--- src/rtl/dmg_pkg.sv ---
// Shared definitions for the DMG bus owner and its OAM DMA engine:
// memory-map region patterns, DMA register / HRAM window addresses,
// the DMA state encoding and the source-page remap helper.
package dmg_pkg;

    // Memory-map region decode as (mask, value) pairs: addr & MASK == VAL
    localparam logic [15:0] MAP_ROM_MASK  = 16'h8000;
    localparam logic [15:0] MAP_ROM_VAL   = 16'h0000;
    localparam logic [15:0] MAP_VRAM_MASK = 16'hE000;
    localparam logic [15:0] MAP_VRAM_VAL  = 16'h8000;
    localparam logic [15:0] MAP_WRAM_MASK = 16'hE000;
    localparam logic [15:0] MAP_WRAM_VAL  = 16'hC000;
    localparam logic [15:0] MAP_PPU_MASK  = 16'hFFF0;
    localparam logic [15:0] MAP_PPU_VAL   = 16'hFF40;
    localparam logic [15:0] MAP_HRAM_MASK = 16'hFF80;
    localparam logic [15:0] MAP_HRAM_VAL  = 16'hFF80;

    localparam int unsigned DMA_LEN_DEF = 160;
    localparam logic [15:0] DMA_REG     = 16'hFF46;
    localparam logic [15:0] HRAM_LO     = 16'hFF80;
    localparam logic [15:0] HRAM_HI     = 16'hFFFE;

    typedef enum logic [1:0] {IDLE, START, XFER, DRAIN} dma_state_t;

    // Pages E0..FF alias the echo region; fold them back onto C0..DF.
    function automatic logic [7:0] dma_src_remap(input logic [7:0] d);
        return (d >= 8'hE0) ? (d - 8'h20) : d;
    endfunction

endpackage

--- src/rtl/dmg_dma_engine.sv ---
// OAM DMA engine: source page register, byte index counter, and the
// one-deep read->OAM write pipeline. Everything advances only on ce.
// A trigger always wins: it restarts from START with idx=0, and any
// byte already pending is still presented to OAM for one more M-cycle.
module dmg_dma_engine
    import dmg_pkg::*;
#(
    parameter int unsigned DMA_LEN = 160,
    parameter int unsigned OAM_AW  = 8
) (
    input  logic                clk,
    input  logic                rst,
    input  logic                ce,
    input  logic                trig_i,
    input  logic [7:0]          trig_data_i,
    input  logic [7:0]          bus_d_rd_i,
    output dma_state_t          state_o,
    output logic [7:0]          src_hi_o,
    output logic [15:0]         rd_addr_o,
    output logic [OAM_AW-1:0]   oam_addr_o,
    output logic                oam_write_o,
    output logic [7:0]          oam_d_wr_o
);

    localparam int unsigned      IDX_W = $clog2(DMA_LEN);
    localparam logic [IDX_W-1:0] LAST  = IDX_W'(DMA_LEN - 1);

    dma_state_t       state_q, state_d;
    logic [7:0]       src_hi_q, src_hi_d;
    logic [IDX_W-1:0] idx_q, idx_d;
    logic [IDX_W-1:0] wr_idx_q, wr_idx_d;
    logic [7:0]       rd_data_q, rd_data_d;
    logic             wr_pend_q, wr_pend_d;

    // State registers; reset aborts a transfer and drops the OAM strobe at once
    always_ff @(posedge clk or posedge rst) begin
        if (rst) begin
            state_q   <= IDLE;
            src_hi_q  <= 8'h00;
            idx_q     <= '0;
            wr_idx_q  <= '0;
            rd_data_q <= 8'h00;
            wr_pend_q <= 1'b0;
        end else if (ce) begin
            state_q   <= state_d;
            src_hi_q  <= src_hi_d;
            idx_q     <= idx_d;
            wr_idx_q  <= wr_idx_d;
            rd_data_q <= rd_data_d;
            wr_pend_q <= wr_pend_d;
        end
    end

    // Next state: trigger/restart, then fetch one byte per M-cycle in XFER
    always_comb begin
        state_d   = state_q;
        src_hi_d  = src_hi_q;
        idx_d     = idx_q;
        wr_idx_d  = wr_idx_q;
        rd_data_d = rd_data_q;
        wr_pend_d = 1'b0;
        if (trig_i) begin
            state_d  = START;
            src_hi_d = dma_src_remap(trig_data_i);
            idx_d    = '0;
        end else begin
            case (state_q)
                START: begin
                    state_d = XFER;
                    idx_d   = '0;
                end
                XFER: begin
                    rd_data_d = bus_d_rd_i;
                    wr_idx_d  = idx_q;
                    wr_pend_d = 1'b1;
                    idx_d     = idx_q + IDX_W'(1);
                    if (idx_q == LAST) state_d = DRAIN;
                end
                DRAIN:   state_d = IDLE;
                default: ;
            endcase
        end
    end

    assign state_o     = state_q;
    assign src_hi_o    = src_hi_q;
    assign rd_addr_o   = {src_hi_q, 8'(idx_q)};
    assign oam_addr_o  = OAM_AW'(wr_idx_q);
    assign oam_write_o = wr_pend_q;
    assign oam_d_wr_o  = rd_data_q;

endmodule

--- src/rtl/dmg_bus_dma.sv ---
// Bus owner between the CPU and the memory-map decoder. Routes CPU
// accesses to the main bus or the dedicated HRAM port, hosts the DMA
// source register, and hands the main bus to the OAM DMA engine while
// a transfer runs. Optional macro DMG_DMA_BUS_CONFLICT_EN: non-HRAM CPU
// reads during XFER see the byte being fetched instead of 8'hFF.
module dmg_bus_dma #(
    parameter int unsigned DMA_LEN = dmg_pkg::DMA_LEN_DEF,
    parameter logic [15:0] DMA_REG = dmg_pkg::DMA_REG,
    parameter logic [15:0] HRAM_LO = dmg_pkg::HRAM_LO,
    parameter logic [15:0] HRAM_HI = dmg_pkg::HRAM_HI,
    parameter int unsigned OAM_AW  = 8
) (
    input  logic              clk,
    input  logic              rst,
    input  logic              ce,
    input  logic [15:0]       cpu_addr,
    input  logic              cpu_write,
    input  logic [7:0]        cpu_d_out,
    output logic [7:0]        cpu_d_in,
    output logic [15:0]       bus_addr,
    output logic              bus_write,
    output logic [7:0]        bus_d_wr,
    input  logic [7:0]        bus_d_rd,
    output logic [6:0]        hram_addr,
    output logic              hram_write,
    input  logic [7:0]        hram_d_rd,
    output logic [OAM_AW-1:0] oam_addr,
    output logic              oam_write,
    output logic [7:0]        oam_d_wr,
    output logic              dma_active
);

    dmg_pkg::dma_state_t dma_state;
    logic [7:0]          src_hi;
    logic [15:0]         dma_rd_addr;
    logic                hram_hit;
    logic                reg_hit;
    logic                dma_act;
    logic [7:0]          open_bus;

    assign hram_hit   = (cpu_addr >= HRAM_LO) && (cpu_addr <= HRAM_HI);
    assign reg_hit    = (cpu_addr == DMA_REG);
    assign dma_act    = (dma_state != dmg_pkg::IDLE);
    assign dma_active = dma_act;

`ifdef DMG_DMA_BUS_CONFLICT_EN
    assign open_bus = (dma_state == dmg_pkg::XFER) ? bus_d_rd : 8'hFF;
`else
    assign open_bus = 8'hFF;
`endif

    dmg_dma_engine #(
        .DMA_LEN (DMA_LEN),
        .OAM_AW  (OAM_AW)
    ) u_eng (
        .clk         (clk),
        .rst         (rst),
        .ce          (ce),
        .trig_i      (cpu_write && reg_hit),
        .trig_data_i (cpu_d_out),
        .bus_d_rd_i  (bus_d_rd),
        .state_o     (dma_state),
        .src_hi_o    (src_hi),
        .rd_addr_o   (dma_rd_addr),
        .oam_addr_o  (oam_addr),
        .oam_write_o (oam_write),
        .oam_d_wr_o  (oam_d_wr)
    );

    // CPU/DMA/HRAM routing; reset forces the bus side quiet
    always_comb begin
        bus_addr   = cpu_addr;
        bus_write  = cpu_write && !hram_hit;
        bus_d_wr   = cpu_d_out;
        hram_addr  = cpu_addr[6:0];
        hram_write = cpu_write && hram_hit;
        cpu_d_in   = bus_d_rd;
        if (dma_act) begin
            bus_addr  = dma_rd_addr;
            bus_write = 1'b0;
            bus_d_wr  = 8'h00;
            cpu_d_in  = open_bus;
        end
        if (hram_hit)     cpu_d_in = hram_d_rd;
        else if (reg_hit) cpu_d_in = src_hi;
        if (rst) begin
            bus_addr   = 16'h0000;
            bus_write  = 1'b0;
            bus_d_wr   = 8'h00;
            hram_addr  = 7'h00;
            hram_write = 1'b0;
            cpu_d_in   = bus_d_rd;
        end
    end

endmodule
--- config.mk ---
export PLATFORM = sky130hd
export DESIGN_NAME = dmg_bus_dma
export DESIGN_NICKNAME = d
export VERILOG_FILES = /design/src/rtl/dmg_pkg.sv /design/src/rtl/dmg_dma_engine.sv /design/src/rtl/dmg_bus_dma.sv
export SDC_FILE = /design/constraint.sdc
export NUM_CORES = 1
export LEC_CHECK = 0
export ABC_AREA = 1
export CELL_PAD_IN_SITES_DETAIL_PLACEMENT = 2
export CELL_PAD_IN_SITES_GLOBAL_PLACEMENT = 2
export CORE_MARGIN = 4
export CORE_UTILIZATION = 21
export DETAILED_ROUTE_END_ITERATION = 8
export GPL_TIMING_DRIVEN = 0
export PLACE_DENSITY_LB_ADDON = 0.1
export SLEW_MARGIN = 20
export SYNTH_ARGS = -nofsm -noshare
export SYNTH_HDL_FRONTEND = slang
export SYNTH_HIERARCHICAL = 1
export SYNTH_SLANG_ARGS = --single-unit
--- constraint.sdc ---
create_clock -name clk -period 1.97 [get_ports clk]
set_input_delay 0.591 -clock clk [delete_from_list [all_inputs] [get_ports clk]]
set_output_delay 0.591 -clock clk [all_outputs]
set_load 0.02 [all_outputs]
==> results of run 1 <==
[flip-flops by register name, indices dropped and copies added (netlist names)]
register           count
u_eng/idx_q            8
u_eng/oam_addr_o       8
u_eng/oam_d_wr_o       8
u_eng/src_hi_o         8
u_eng/state_o          2
u_eng/oam_write_o      1
[worst reg2reg max path: cells and delay by family (launching register included)]
kind | cells | cell delay (ns)
compound gates | 1 | 0.08
fa+ha+maj | 1 | 0.21
buf+inv | 5 | 0.55
flops | 1 | 0.42
simple gates | 3 | 0.39
[cells in the final DEF, fill, tap and decap left out, types with 3 or more instances in the layout]
master	count
inv_2	11
nor2_2	14
a21oi_1	3
a21oi_4	9
a21oi_2	7
nand3_1	9
buf_6	53
buf_2	5
ha_1	5
nand3_2	9
buf_8	10
clkdlybuf4s50_1	40
buf_4	29
inv_1	48
o21ai_2	8
nand3_4	4
nand2_4	13
nand2_1	73
nor2_1	17
nand4_1	5
clkbuf_16	6
nand2_2	19
o21ai_4	7
o21ai_1	9
nor2_4	35
dfrtp_1	33
buf_12	10
nand2_8	4
[layer usage]
metal | vias to the layer above | track usage, % | wire, um
met4 | 0 | 3.22 | 135
met3 | 9 | 2.87 | 404
li1 | 1450 | - | -
met5 | - | 0 | 0
met2 | 65 | 30.3 | 6590
met1 | 1496 | 19.3 | 4880
[final cells by class]
| cell class | count | area, sq um |
|---|---|---|
| buffer | 17 | 184 |
| clock inverter | 1 | 7.51 |
| inverter | 66 | 300 |
| sequential | 35 | 878 |
| tap | 168 | 210 |
| timing repair inverter | 1 | 6.26 |
| fill | 1350 | 6860 |
| timing repair buffer | 136 | 1500 |
| multi-input combinational | 261 | 2020 |
| clock buffer | 7 | 153 |
[timing repair]
action | in CTS | in global routing
gates cloned | 5 | 0
setup buffers | 27 | 9
endpoints found under the setup margin | 77 | 68
pin swaps | 38 | 43
resized for setup | 420 | 119
[power by group through the flow]
| stage | Sequential [mW] | Combinational [mW] | Clock (mW) |
|---|---|---|---|
| floorplan | 1.19 | 1.20 | 0 |
| global placement | 1.05 | 2.38 | 0 |
| detailed placement | 1.06 | 2.42 | 0 |
| CTS | 1.05 | 3.16 | 0.895 |
| global route | 1.09 | 3.81 | 0.940 |
| finish | 1.06 | 3.55 | 0.878 |
[worst paths after layout]
path | from | end | cells after the start
min | rst | u_eng/oam_addr_o[1]$_DFFE_PP0P_ | 2
min in group clk | u_eng/oam_d_wr_o[3]$_DFFE_PP0P_ | u_eng/oam_d_wr_o[3]$_DFFE_PP0P_ | 2
max | cpu_addr[8] | cpu_d_in[6] | 11
max in group asynchronous | rst | u_eng/state_o[0]$_DFFE_PP0P_ | 3
min reg2reg | u_eng/oam_d_wr_o[3]$_DFFE_PP0P_ | u_eng/oam_d_wr_o[3]$_DFFE_PP0P_ | 2
max reg2reg | u_eng/state_o[0]$_DFFE_PP0P_ | u_eng/idx_q[1]$_DFFE_PP0P_ | 10
[through the flow]
step,util [%],cell area (sq um),power [mW]
after floorplan,-,2700,2.39
after detailed placement,32.5,3940,3.49
after global placement,32.4,3920,3.44
final,43.4,5260,5.49
after CTS,39.8,4810,5.11
after global routing,43.4,5260,5.83
[kinds of logic (layout without fill, tap and decap cells)]
| logic type | count (synthesis) | count (layout) | synth area share [%] |
|---|---|---|---|
| flip-flops | 35 | 35 | 33.4 |
| AND/OR/NAND/NOR | 208 | 208 | 39.0 |
| buffers and inverters | 84 | 228 | 14.5 |
| adder cells (fa/ha/maj) | 5 | 5 | 2.39 |
| AO/OA/AOI/OAI | 48 | 48 | 10.7 |
==> summary.txt, run 1 <==
Global routing
  – Vias in the first global route: ~3500
  – Total Routing Usage GR: between 10% and 20%
  – Largest net degree at the start of global routing: 26
  – Initial antenna violation count: 0
  – Global route overflow: 0
  – First-pass GRT wire length: 18400 um

Critical path
  – Worst path max stage delay: 0.16 ns
  – Crit path kind: in -> out
  – Worst EP arrival: 1.73 ns
  – CP dominant cell by count: nand2_4
  – Reg-to-reg setup timing slack: 0.24 ns
  – Worst-path maximum fanout: 8
  – CP bufs+invs: 3
  – CP top delay family: simple AND/OR/NAND/NOR gates
  – Critical Path RT: 1.38 ns
  – Critical Path Sink Type: output pin
  – Worst setup SP type: input port
  – Slowest cell on crit path: buf_4
  – CP Cell Sequence: buf_8 -> nand2_4 -> nor2_4 -> nand2_4 -> nor2_8 -> nand2_4 -> buf_6 -> nand3_4 -> nand2_8 -> a21oi_2 -> buf_4

STA
  – Clk_skew: 0.00377 ns
  – FMAX: about 0.43 GHz
  – Unrepaired setup endpoints after global routing: true
  – Final worst slack: -0.356 ns
  – Worst hold slack: 0.233 ns
  – Worst slew pin tran: around 0.32 ns
  – Pins Over Slew Limit: 0
  – Setup TNS: -5.68 ns
  – # setup viols final: 34
  – Final period util: 118%
  – Period minus WS final: about 2.3 ns
  – Rel. slew slack: roughly four fifths
  – Final hold violation count: 0

Route
  – Routed Antenna Nets: 0
  – WL final: 12000 um
  – Mean routed wirelength per cell: approximately 17 um
  – DRT iter0 DRCs: 87
  – Drt pass-1 iters: 4
  – Vias: around 3000
  – DRC errors left: 0
  – Via density: 4.36

Power
  – PwrDens: 1040 mW/mm^2
  – Power share of the sequential group: 19.3%
  – Logic pwr share: 64.7%
  – Max VDD drop: 0.466 mV
  – Sw frac: 43.5%
  – NetSw: 2.39 mW
  – Int Pwr: 3.10 mW
  – Leak Pwr: 2.40 nW
  – Clock power share: 16.0%

Placement
  – Port bufs: 101
  – Gpl congestion: 0.722
  – Post-DP HPWL: about 8000 um
  – # placed instances: 650
  – Post-Place Worst Slack: -1.39 ns

Logic synthesis
  – Synth Register Bits: 35
  – Cells after Synth: 380
  – Synth top area cells: dfrtp_1 (33%), nand2_1 (13%), inv_1 (7.4%)
  – Post-synth cell types: 32
  – Seq/Total Area, Yosys: 33.4%
  – Syn Area/Cell: 6.90 sq um
  – Post-synth ARST share: between 90% and 100%
  – Warnings from Yosys: 6
  – Post-synth top area cell: dfrtp_1
  – Number of synthesized flops with an enable pin: 0
  – Post-synth top area share: 33.4%
  – Most frequent cells after synthesis: nand2_1 (92), inv_1 (52), nor2_1 (49), dfrtp_1 (35), nand3_1 (21)
  – Net Count, Synth: ~430
  – Most numerous cell in the Yosys netlist: nand2_1
  – Synthesized cell area: 0.00262 sq mm
  – Top_reg_cell synth: dfrtp_1

Die
  – Core Area: 0.0121 sq mm
  – Die height: between 100 and 150 um
  – I/O Pins: 103
  – Chip Width: between 100 and 150 um
  – Starting density of the core: roughly 22%
  – Die Footprint: 0.0143 sq mm
  – Cell row count: 40

Clock tree
  – CTS buffer count: 5
  – Clk pin slew, worst setup/hold paths: 0.06 ns
  – CTS tree: yes
  – Clock root cell: clkbuf_16
  – Clock sink count: 35
  – CTS Hold Buffers Added: 0
  – H-tree levels: 2
  – Clock latency on the worst-skew pair: approximately 0.29 ns
  – Maximum root-to-sink buffer count: 2

Final layout
  – Layout cells sized above 1: a little over half
  – Nets: 572
  – Antenna Cells: 0
  – Fin cells: 692
  – Area growth, synth to finish: 100%

Worst hold path
  – Worst hold path type: in -> async

Run status
  – Status: complete, but fails checks
  – Violated checks: setup timing

Flow run
  – Max Cap Violations: 0
(Power assumes the default switching activity.)
==> run 2: changes to the inputs <==
CORE_UTILIZATION = 23   (was 21)
clock period = 2.3 ns   (was 1.97 ns; I/O delays follow)
==> run 2 against run 1 <==
The flow still finishes with violations (setup timing). Worst setup slack gained 0.088 ns. Register-to-register slack better by 0.39 ns. Largest power group unchanged. Utilization decreased by 3.5 points. Sequential power fell by 14%. Routed wire length decreased by 9.2%. Clock skew rose by 0.0036 ns. Die area shrank 8.1%. Critical path depth unchanged. Global-route usage up 0.61 points.
==> summary.txt, run 2 (same netlist as run 1, synthesis figures left out) <==
Route
  – Mean routed wirelength per cell: about 17 um
  – Vias: 2959
  – DRT iter0 DRCs: 86
  – Via density: 4.55
  – WL final: 10900 um
  – Drt pass-1 iters: 4
  – Routed Antenna Nets: 0
  – DRC errors left: 0

Critical path
  – Worst EP arrival: 1.88 ns
  – Critical Path RT: between 1.5 and 2 ns
  – Critical Path Sink Type: output pin
  – Worst setup SP type: input port
  – Crit path kind: in -> out
  – Register-to-Register Path Depth: 9
  – Worst-path maximum fanout: 8

STA
  – Clk_skew: 0.00733 ns
  – Final worst slack: -0.268 ns
  – # setup viols final: 9
  – Worst slew pin tran: 0.537 ns
  – Unrepaired setup endpoints after global routing: true
  – Rel. slew slack: approximately 64%
  – Period minus WS final: 2.57 ns
  – Pins Over Slew Limit: 0
  – Final hold violation count: 0
  – FMAX: 0.389 GHz
  – Worst hold slack: 0.335 ns
  – Final period util: 112%

Clock tree
  – Clock latency on the worst-skew pair: 0.29 ns
  – CTS Hold Buffers Added: 0
  – Clk pin slew, worst setup/hold paths: 0.06 ns
  – Clock sink count: 35
  – CTS buffer count: 5
  – Maximum root-to-sink buffer count: 2
  – CTS tree: yes
  – H-tree levels: 2
  – Clock root cell: clkbuf_16

Die
  – Die Footprint: between 0.01 and 0.015 sq mm
  – Die height: around 110 um
  – Chip Width: 115 um
  – I/O Pins: 103
  – Starting density of the core: 23.9%
  – Cell row count: 38
  – Core Area: between 0.01 and 0.015 sq mm

Power
  – Max VDD drop: slightly above 0.4 mV
  – NetSw: 1.71 mW
  – Logic pwr share: 58.8%
  – Sw frac: 44.4%
  – Leak Pwr: approximately 2.2 nW
  – Power share of the sequential group: between 20% and 30%
  – Int Pwr: 2.15 mW
  – PwrDens: 882 mW/mm^2
  – Clock power share: 17.6%

Final layout
  – Antenna Cells: 0
  – Fill cell count: 1311
  – Layout cells sized above 1: 39.1%
  – Nets: 559
  – Area growth, synth to finish: 67.1%
  – Most common library cell in the layout ignoring fill and taps: nand2_1
  – Fin cells: 651
  – Commonest cells after routing, fill and taps aside: nand2_1 (78), inv_1 (49), nor2_1 (44), buf_4 (44), clkdlybuf4s50_1 (41)

Flow run
  – Max Cap Violations: 0

Placement
  – # placed instances: around 620
  – Port bufs: 101
  – Post-DP HPWL: 7990 um
  – Gpl congestion: just over 0.8

Global routing
  – Global route overflow: 0
  – Largest net degree at the start of global routing: 29
  – Initial antenna violation count: 0
  – Vias in the first global route: between 3000 and 4000
  – First-pass GRT wire length: around 17000 um
  – Total Routing Usage GR: 16.8%

Run status
  – Violated checks: setup timing
  – Status: complete, but fails checks

Worst hold path
  – Worst hold path type: in -> async
[run 2: metal layers]
metal	vias to the layer above	GRT usage, %	wire length [um]
met5	-	0	0
met2	57	31.9	5940
li1	1422	-	-
met3	11	2.21	360
met4	0	3.91	141
met1	1469	19.9	4460
[run 2: worst max-delay path, cell delays in order]
cell,delay [ns]
buf_8,0.08
nand2_4,0.05
nor2_4,0.12
nand2_4,0.10
nor2_8,0.12
nand2_4,0.09
buf_6,0.13
nand3_4,0.08
nand2_8,0.11
a21oi_2,0.16
buf_4,0.15
[run 2: final timing paths]
check | slack, ns | start | endpoint
max | -0.27 | cpu_addr[9] | cpu_d_in[5]
min in group clk | 0.49 | u_eng/oam_d_wr_o[0]$_DFFE_PP0P_ | u_eng/oam_d_wr_o[0]$_DFFE_PP0P_
max in group asynchronous | 1.52 | rst | u_eng/state_o[0]$_DFFE_PP0P_
min | 0.33 | rst | u_eng/oam_d_wr_o[5]$_DFFE_PP0P_
min reg2reg | 0.49 | u_eng/oam_d_wr_o[0]$_DFFE_PP0P_ | u_eng/oam_d_wr_o[0]$_DFFE_PP0P_
max reg2reg | 0.63 | u_eng/state_o[0]$_DFFE_PP0P_ | u_eng/oam_d_wr_o[5]$_DFFE_PP0P_
[run 2: final cells by class]
class | instances | area [sq um] | share of cell area [%]
multi-input cells | 261 | 1570 | 35.8
inverters | 66 | 273 | 6.23
well taps | 140 | 175 | 4.00
flip-flops and latches | 35 | 878 | 20.1
plain buffers | 18 | 180 | 4.11
clock inverters | 2 | 12.5 | 0.286
clock buffers | 6 | 129 | 2.94
repair buffers | 123 | 1170 | 26.6
[run 2: stage by stage]
stage	setup slack (ns)	instance area [sq um]	TNS (ns)	total power, mW	util, %
2_1_floorplan	0.0182	2630	0	1.99	-
3_3_place_gp	-1.17	3820	-67.57	2.87	34.8
3_5_place_dp	-1.21	3840	-63.34	2.94	35.0
4_1_cts	-0.291	4260	-2.67	3.72	38.8
5_1_grt	-0.341	4380	-4.14	4.16	39.9
6_report	-0.268	4380	-2.02	3.87	39.9
[run 2: what timing repair did]
item | 4_1_cts | 5_1_grt
buffers inserted | 17 | 2
setup endpoints to repair | 77 | 60
pin swaps | 25 | 21
gates resized for setup | 318 | 40
cloned | 2 | 1
[run 2: power groups by stage]
stage | Combinational (mW) | Sequential (mW) | Clock [mW]
3_5_place_dp | 2.02 | 0.912 | 0
6_report | 2.27 | 0.911 | 0.680
5_1_grt | 2.48 | 0.943 | 0.737
4_1_cts | 2.11 | 0.910 | 0.697
3_3_place_gp | 1.97 | 0.899 | 0
2_1_floorplan | 0.973 | 1.02 | 0
==> patch, RTL diff (flow settings as in run 1) <==
`OAM_AW` is set to 8 in 2 places; all go to 10.
--- a/src/rtl/dmg_dma_engine.sv
+++ b/src/rtl/dmg_dma_engine.sv
@@ -7,5 +7,5 @@
 #(
     parameter int unsigned DMA_LEN = 160,
-    parameter int unsigned OAM_AW  = 8
+    parameter int unsigned OAM_AW  = 10
 ) (
     input  logic                clk,
--- a/src/rtl/dmg_bus_dma.sv
+++ b/src/rtl/dmg_bus_dma.sv
@@ -9,5 +9,5 @@
     parameter logic [15:0] HRAM_LO = dmg_pkg::HRAM_LO,
     parameter logic [15:0] HRAM_HI = dmg_pkg::HRAM_HI,
-    parameter int unsigned OAM_AW  = 8
+    parameter int unsigned OAM_AW  = 10
 ) (
     input  logic              clk,
Ports: changed (resized oam_addr); port bits go from 103 to 105. No check against the original RTL was run, so the function may have changed too.
==> patch against run 1 <==
  * The run still ends with setup timing left
  * Worst setup slack worse by 0.060 ns
  * Count of clock-buffer cells in the layout down 1
  * Synthesized area rose by 0.72%
  * Sequential cell count is the same
  * Die area increased by 0.67%
  * Design area decreased by 2.0%
  * Power is 0.74% higher
  * Combinational power about the same
  * Via count up 1.4%
  * Wire length up 2.1%
  * First-iteration DRC count up 29%
  * Clock skew increased by 0.0033 ns
  * Synthesized cell count rose by 0.79%
  * Sequential share of layout area increased by 0.35 points
  * Critical path type unchanged
  * Critical endpoint is now cpu_d_in[4]
  * Highest routed layer unchanged
==> patch: results (changes against run 1) <==
- First-pass GRT wire length: 18400 microns (-0.26%)
- Final WS setup: -0.416 ns (-0.0604 ns)
- Nets@finish: 581 (+1.6%)
- Crit path launch: cpu_addr[15]
- RR Startpoint: u_eng/state_o[1]
- Status: finished, violations left
- Global Route Usage Sum: 16.3% (+0.16 points)
- RePlAce Congestion: 0.784 (+8.5%)
- Max VDD drop: 0.000436 V (-6.5%)
- Layout Skew: 0.00710 ns (+0.00332 ns)
- Synth top area cells: dfrtp_1, nand2_1, inv_1, nor2_1, nor2_4
- Total vias in the final route: 3062 (+1.4%)
- DRT iter0 DRCs: 112 (+29%)
- Finish-stage setup viols: 35 (+2.9%)
- Synth unique cells: 33 (+3.1%)
- Post-synthesis sequential area ratio: 33.2% (-0.24 points)
- Worst min path class: input pin to async pin
- Post-DP HPWL: 8240 microns (+0.33%)
- DP Area: 3960 sq um (+0.57%)
- M1 GR Usage: 18.7% (-0.54 points)
- Vias in the first global route: 3438 (-0.89%)
- Failing checks: setup timing
- Met2 usage in global routing: 30.7% (+0.44 points)
- Largest net degree at the start of global routing: 28 (+7.7%)
- Pleak: 0.00239 uW (-0.35%)
- Max-cap violations: 0 (unchanged)
- WL per Instance: 17.5 microns (+0.96%)
- Grt met3 use: 2.83% (-0.047 points)
- CP Data Arrival Time: 1.80 ns (+0.07 ns)
- Final TNS setup: -7.00 ns (-1.32 ns)
[patch: changes by cell type after synthesis, sizes merged]
cell	before	now
buf	15	17
conb	0	1
[patch: cell type report]
type                            instances  area, sq um
Clock buffer                            6          129
Timing Repair Buffer                  141         1520
Inverter                               66          288
Buffer                                 19          200
Fill cell                            1359         7010
Tap cell                              168          210
Timing Repair inverter                  1         8.76
Clock inverter                          1         30.0
Sequential cell                        35          878
Multi-Input combinational cell        263         1880
[patch: timing repair]
| action | in CTS | in global routing |
|---|---|---|
| hold endpoints to repair | 0 | 0 |
| setup endpoints to repair | 77 | 73 |
| buffers inserted | 26 | 15 |
| gates cloned | 3 | 1 |
| gates resized for setup | 399 | 102 |
| pin swaps | 36 | 32 |
[patch: power by group]
group	internal, uW	total, uW	switching (uW)
clock network	591	914	323
registers	910	1050	144
logic	1670	3560	1880
[patch: final timing paths]
| path | end | slack (ns) | depth (start not counted) |
|---|---|---|---|
| max | cpu_d_in[4] | -0.42 | 13 |
| min | u_eng/idx_q[0] | 0.24 | 2 |
| max reg2reg | u_eng/idx_q[6] | 0.26 | 10 |
| min reg2reg | u_eng/oam_d_wr_o[2] | 0.48 | 2 |
| max in group asynchronous | u_eng/state_o[1] | 1.29 | 3 |
| min in group clk | u_eng/oam_d_wr_o[2] | 0.48 | 2 |
[patch: metrics by stage]
stage / instances / setup slack (ns)
2_1_floorplan: 384 / -0.109
3_3_place_gp: 653 / -1.32
3_5_place_dp: 654 / -1.36
4_1_cts: 690 / -0.397
5_1_grt: 700 / -0.472
6_report: 700 / -0.416
[patch: cells by family after synthesis]
logic type / Yosys count / share of synthesized area (%)
simple gates: 208 / 38.7
buf+inv: 86 / 14.9
compound gates: 48 / 10.7
flops: 35 / 33.2
fa+ha+maj: 5 / 2.37
other cells: 1 / 0.142
[patch: critical path: stages]
cell and delay [ns]:
buf_8 0.09, nand2_4 0.05, nor2_4 0.12, nand2_4 0.09, nor2_8 0.11, nand2_4 0.08, buf_12 0.13, buf_8 0.13
nand2_4 0.06, inv_4 0.04, nor2_4 0.13, a21oi_4 0.04, buf_6 0.13
[patch: routing by layer]
metal	part of all wire, %	vias to the layer above
met5	0	-
met4	1.2	0
met3	3.8	9
met2	55	60
met1	40	1534
li1	-	1459
